[src/rtl/seq_restoring_divider.sv]
// Iterative restoring divider: one quotient bit per clock.
// Valid/ready on both ends; divide-by-zero flagged in one cycle.
module seq_restoring_divider #(
  parameter int DW  = 11,
  parameter int DVW = 10
) (
  input  logic           clk,
  input  logic           rst_n,
  input  logic           in_valid,
  output logic           in_ready,
  input  logic [DW-1:0]  dividend,
  input  logic [DVW-1:0] divisor,
  output logic           out_valid,
  input  logic           out_ready,
  output logic [DW-1:0]  quotient,
  output logic [DVW-1:0] remainder,
  output logic           div_by_zero
);

  localparam int CW = $clog2(DW);

  typedef enum logic [1:0] {
    IDLE,
    CALC,
    DONE
  } state_t;

  state_t         state_q, state_d;
  logic [CW-1:0]  cnt_q, cnt_d;
  // dividend bits leave at the MSB while quotient bits enter at the LSB
  logic [DW-1:0]  dvd_q, dvd_d;
  logic [DVW-1:0] dvs_q, dvs_d;
  logic [DVW-1:0] part_q, part_d;
  logic [DW-1:0]  quo_q, quo_d;
  logic [DVW-1:0] rem_q, rem_d;
  logic           dbz_q, dbz_d;

  logic [DVW:0]   shifted;
  logic [DVW+1:0] diff;
  logic           borrow;
  logic [DVW-1:0] part_nxt;
  logic [DW-1:0]  dvd_nxt;

  // single subtract stage; borrow taken from an extra guard bit
  always_comb begin
    shifted  = {part_q, dvd_q[DW-1]};
    diff     = {1'b0, shifted} - {2'b00, dvs_q};
    borrow   = diff[DVW+1];
    part_nxt = borrow ? shifted[DVW-1:0] : diff[DVW-1:0];
    dvd_nxt  = {dvd_q[DW-2:0], ~borrow};
  end

  // next-state and datapath update
  always_comb begin
    state_d = state_q;
    cnt_d   = cnt_q;
    dvd_d   = dvd_q;
    dvs_d   = dvs_q;
    part_d  = part_q;
    quo_d   = quo_q;
    rem_d   = rem_q;
    dbz_d   = dbz_q;
    unique case (state_q)
      IDLE: begin
        if (in_valid) begin
          dvd_d  = dividend;
          dvs_d  = divisor;
          part_d = '0;
          cnt_d  = CW'(DW - 1);
          if (divisor == '0) begin
            quo_d   = '1;
            rem_d   = dividend[DVW-1:0];
            dbz_d   = 1'b1;
            state_d = DONE;
          end else begin
            state_d = CALC;
          end
        end
      end
      CALC: begin
        part_d = part_nxt;
        dvd_d  = dvd_nxt;
        cnt_d  = cnt_q - CW'(1);
        if (cnt_q == '0) begin
          quo_d   = dvd_nxt;
          rem_d   = part_nxt;
          dbz_d   = 1'b0;
          state_d = DONE;
        end
      end
      DONE: begin
        if (out_ready) state_d = IDLE;
      end
      default: state_d = IDLE;
    endcase
  end

  // state and datapath registers
  always_ff @(posedge clk or negedge rst_n) begin
    if (!rst_n) begin
      state_q <= IDLE;
      cnt_q   <= '0;
      dvd_q   <= '0;
      dvs_q   <= '0;
      part_q  <= '0;
      quo_q   <= '0;
      rem_q   <= '0;
      dbz_q   <= 1'b0;
    end else begin
      state_q <= state_d;
      cnt_q   <= cnt_d;
      dvd_q   <= dvd_d;
      dvs_q   <= dvs_d;
      part_q  <= part_d;
      quo_q   <= quo_d;
      rem_q   <= rem_d;
      dbz_q   <= dbz_d;
    end
  end

  assign in_ready    = (state_q == IDLE);
  assign out_valid   = (state_q == DONE);
  assign quotient    = quo_q;
  assign remainder   = rem_q;
  assign div_by_zero = dbz_q;

endmodule
[config.mk]
export PLATFORM = sky130hd
export DESIGN_NAME = seq_restoring_divider
export DESIGN_NICKNAME = d
export VERILOG_FILES = /design/src/rtl/seq_restoring_divider.sv
export SDC_FILE = /design/constraint.sdc
export NUM_CORES = 1
export LEC_CHECK = 0
export CORE_MARGIN = 2
export CORE_UTILIZATION = 35
export DETAILED_ROUTE_END_ITERATION = 16
export GPL_TIMING_DRIVEN = 0
export HOLD_SLACK_MARGIN = 0.05
export SLEW_MARGIN = 5
export SYNTH_ARGS = -nofsm -noshare
export SYNTH_HDL_FRONTEND = slang
export SYNTH_SLANG_ARGS = --single-unit
[constraint.sdc]
create_clock -name clk -period 2.6 [get_ports clk]
set_input_delay 0.52 -clock clk [delete_from_list [all_inputs] [get_ports clk]]
set_output_delay 0.52 -clock clk [all_outputs]
set_load 0.03 [all_outputs]
# After elaboration in Yosys (flattened, before gate mapping)
# Cells that the tools add are included.
[totals]
ff_bits = 59
latch_bits = 0
ram_bits = 0
rom_bits = 0
input_bits = 25
out_inout_bits = 24
wordCells = 49
mem_count = 0
[op_classes]
addsub = 2
multipliers = 0
div_mod_pow = 0
magnitude_cmp = 0
n_eq_ne = 6
shift = 0
muxes = 24
bitwise_logic = 1
reduce_logical = 8
[op_table]
columns = ["operator", "n"]
rows = [
  ["$mux 10", 5],
  ["$mux 11", 4],
  ["$pmux 11 s2", 2],
  ["$pmux 10 s2", 2],
  ["$sub 11x10->12", 1],
  ["$logic_not 10->1", 1],
  ["$mux 2", 4],
  ["$pmux 4 s2", 1],
  ["$pmux 2 s3", 1],
  ["$logic_not 4->1", 1],
  ["$mux 4", 1],
  ["$ne 2x1->1 const B", 2],
  ["$ne 2x2->1 const B", 2],
  ["$reduce_and 2->1", 2],
  ["$reduce_and 4->1", 1],
  ["$sub 4x1->4 const B", 1],
  ["$mux 1", 3],
  ["$reduce_and 3->1", 1],
  ["$eq 2x1->1 const B", 1],
  ["$eq 2x2->1 const B", 1],
  ["$logic_not 2->1", 1],
  ["$pmux 1 s2", 1],
  ["$reduce_bool 2->1", 1],
  ["$not 1->1", 1],
]

# Logic depth before layout (Yosys ltp)
# Gate-level depths: netlist of run 1.
[depth]
word_depth = 4
mapped_depth = 10
mapped_depth_nobuf = 10

# Worst setup path before layout of run 1
# Ideal clock, no wire load.
[synth_timing]
path_type = "reg-to-reg"
startpoint = "reg part_q[5]"
endpoint = "reg rem_q[7] (netlist: remainder[7])"
t_arrival_ns = 2.047
required_ns = 2.477
slack_ns = 0.430
path_stages_with_launch = 9
path_buffers = 1
synth_period_minus_slack_ns = 2.170
cell_sequence = "dfrtp_1 ha_1 a21o_2 or2_1 o21ai_2 nand3_2 buf_6 mux2_4 o221a_2"
[synth_via]
elab_chain_len = 4
[synth_lines]
columns = ["item", "line", "source"]
rows = [
  ["start: declaration", "33", "logic [DVW-1:0] part_q, part_d;"],
  ["start signal: assignment", "114", "part_q <= part_d;"],
  ["$sub 11x10->12", "47", "diff = {1'b0, shifted} - {2'b00, dvs_q};"],
  ["$mux 10", "49", "part_nxt = borrow ? shifted[DVW-1:0] : diff[DVW-1:0];"],
  ["$mux 10", "84", "if (cnt_q == '0) begin"],
  ["$pmux 10 s2", "63", "unique case (state_q)"],
  ["end signal: assignment", "116", "rem_q <= rem_d;"],
  ["end: declaration", "35", "logic [DVW-1:0] rem_q, rem_d;"],
]
# Every way passes these cells. The select of a mux whose other input is x is not followed.
# A chain may end at the register's enable or synchronous reset.

# Worst setup path in the final report of run 1
[layout_timing]
startpoint = "in divisor[7]"
endpoint = "reg quo_q[3] (netlist: quotient[3])"
[layout_via]
elab_chain_len = 3
[layout_lines]
columns = ["item", "line", "source"]
rows = [
  ["start: declaration", "12", "input logic [DVW-1:0] divisor,"],
  ["$logic_not 10->1", "70", "if (divisor == '0) begin"],
  ["$ne 2x1->1 (no line)", "--", ""],
  ["$reduce_and 4->1 (no line)", "--", ""],
  ["end signal: assignment", "115", "quo_q <= quo_d;"],
  ["end: declaration", "34", "logic [DW-1:0] quo_q, quo_d;"],
]
# Every way passes these cells.

==> impl_metrics.ini, run 1 <==
[die]
fp.dieW_um = 97.1
io_pins = 49
std_cell_rows = 33
fp.coreArea_um2 = 8300
die_h_um = 97.1
start_util_pct = 36.5
die_area_um2 = 9420

[timing]
fmax_mhz = 420
setup_viol = 0
finalCritPeriodShare_pct = 91.5
relSlewSlack_pct = 49.8
hold_viol = 0
slew_viol_final = 0
fin_tns_setup_ns = 0
layout_min_cycle_time_ns = 2.38
rsz0062_at_grt = false
fin_ws_ns = 0.221
skew_ns = 0.00846
worst_slew_pin_slew_ns = 0.753

[synthesis]
avgSynthCellArea_um2 = 9.44
synth-edff-count = 0
synth-seq-area-share_pct = 48.7
synthTopCellsByArea = dfrtp_1 (49%), nand2_1 (5.5%), o21ai_0 (5.5%)
synthCells = 321
yosysWarnings = 0
synth-async-reset-ratio_pct = 100
synth.cell_area_um2 = 3030
ys_seq_elements = 59
syn-num-nets = 359
synth-main-ff-cell = dfrtp_1
synth_top_area_share_pct = 48.7
synth_top_cell_by_area = dfrtp_1
yosysUniqueCellTypes = 49

[power_and_ir_drop]
leakagePower_uw = 0.00168
fin_total_pwr_uw = 5730
ir_drop_v = 0.000548
p_per_area_nw_per_um2 = 1500
power.switching_uw = 2540
p_clk_share_pct = 12.8
switching_share_pct = 44.4
p_comb_share_pct = 58.4
internal-power_uw = 3180
pwr-share-seq_pct = 28.9

[drt]
dr.pass1.iters = 4
drt-initial-drc-count = 149
viasPerCell = 5.18
routedWlPerCell_um = 15.3
num_vias = 2531
ant_nets = 0
drt-total-wl_um = 7500
drcViolationCount = 0

[placed_design]
gp_congestion = 0.786
portBuffers = 48
dpl.cell_count = 474
pre_cts_ws_ns = -0.246
dpl.hpwl_um = 5570

[worst_setup_path]
crit_family = buffers and inverters
cp-startpoint = divisor[7]
endpoint_kind = flop
cp_num_buf_inv = 4
critPathMaxFanout = 10
worstPathCellList = clkdlybuf4s50_1 -> nor4_2 -> nand3_1 -> or2_2 -> buf_2 -> nand2_1 -> buf_4 -> buf_2 -> a21oi_1
worstPathRequired_ns = 2.83
max_stage_delay_ns = 0.43
start_kind = primary input
r2r_start = part_q[3]$_DFFE_PN0P_
path_common_cell = buf_2
crit_type = primary input to flop
slowest_stage = clkdlybuf4s50_1
arrival_ns = 2.61

[cts]
clk_pin_slew_worst_paths_ns = 0.07
clockRootBuffer = clkbuf_8
cts-hold-fix-buffers = 0
cts_sinks = 59
clockBufferDepth = 2
cts_buffers = 9
postCtsSetupBuffers = 0
clk_latency_ns = 0.34
ctsResizeCount = 0
htreeDepth = 3
cts_tree = done

[layout]
antenna_cells = 0
final_common_cell = dfrtp_1
fillers = 808
instances_no_fill = 489
area_growth_pct = 25.8
fin_nets = 418
post-route-util_pct = 46.0
final_cell_mix = dfrtp_1 (59), clkdlybuf4s50_1 (47), nand2_1 (44), nor2_1 (37), o21ai_0 (33)
drive_gt1_share_pct = 8.85

[global_routing]
grt_pass1_vias = 2524
grt_overflow = 0
grt_pass1_wl_um = 12600
antenna_found_initial = 0
grt_max_degree = 60
grt_usage_pct = 16.9

[outcome]
status = finished clean

[job]
drv_cap = 0

[hold_path]
min_path_type = primary input to asynchronous set/reset pin
-- metrics by stage --
step                hold slack [ns]  cell area, µm²
finish                        0.244            3810
floorplan                     0.224            3030
detailed placement            0.476            3640
CTS                           0.281            3810
global placement              0.467            3640
global route                  0.318            3810
-- registers in the layout, indices dropped and copies added, names as in the netlist --
register     count
cnt_q            4
div_by_zero      1
dvd_q           11
dvs_q           10
part_q          10
quotient        11
remainder       10
state_q          2
-- cell usage after synthesis, drive strengths merged (2+ instances only) --
cell	n
and2	2
nor2b	2
mux2	2
o21ai	34
a21oi	22
buf	7
nor3	4
nor4	4
xnor2	5
o31ai	2
ha	12
mux2i	15
nand2	44
nor2	37
inv	14
dfrtp	59
or2	3
nand2b	3
o211ai	4
xor2	3
clkbuf	9
nand3	5
or3	2
a21o	6
o22ai	2
a211oi	3
-- logic make-up after synthesis --
group,count (synthesis),synth area share (%)
simple gates,107,15.2
fa+ha+maj,13,5.62
buf+inv,30,4.25
flops,59,48.7
mux,17,5.95
compound gates,87,17.9
xor+xnor,8,2.31
-- final timing paths --
| check | end | depth (start not counted) | slack, ns |
|---|---|---|---|
| worst max register to register | remainder[0]$_DFFE_PN0P_ | 8 | 0.28 |
| worst min-delay path | dvs_q[0]$_DFFE_PN0P_ | 1 | 0.24 |
| worst min register to register | part_q[9]$_DFFE_PN0P_ | 2 | 0.50 |
| worst max-delay path | quotient[3]$_DFFE_PN0P_ | 9 | 0.22 |
| max in group asynchronous | part_q[4]$_DFFE_PN0P_ | 1 | 1.86 |
| min in group clk | part_q[9]$_DFFE_PN0P_ | 2 | 0.50 |
-- cell type report --
cell class,instances,area [µm²],area share [%]
buffer,16,76.3,2.00
clock buffer,10,138,3.61
sequential,59,1480,38.7
clock inverter,5,30.0,0.787
tap,105,131,3.44
timing repair buffer,48,478,12.5
multi-input combinational,232,1430,37.5
inverter,14,52.6,1.38
-- power groups by stage --
stage                     clock network (µW)  logic, µW  registers (µW)
after floorplan                            0       2160            1890
after global placement                     0       3310            1660
after detailed placement                   0       3360            1670
after CTS                                739       3390            1660
after global routing                     786       3730            1710
final                                    732       3340            1650
-- worst reg2reg max path, stage by stage, from the launching register on --
cell	delay, ns
dfrtp_1	0.40
ha_1	0.35
a21o_1	0.24
or2_1	0.24
o21ai_2	0.16
nand3_2	0.09
buf_6	0.16
mux2_4	0.32
a221oi_2	0.26
-- routing by layer --
metal / vias to the layer above / track usage [%] / routed length (µm) / share of wire [%]
met4: 0 / 8.02 / 172 / 2.3
met1: 1224 / 23.9 / 3630 / 48
li1: 1226 / - / - / -
met5: - / 0 / 0 / 0
met2: 65 / 25.0 / 3360 / 45
met3: 16 / 3.17 / 336 / 4.5
No activity file was read; power rests on OpenSTA's default activity.
==> run 2, diff against run 1 <==
- CTS_CLUSTER_DIAMETER: not set -> 30
==> results of run 2 <==
No change in the layout: final DEF, timing and power equal those of run 1.
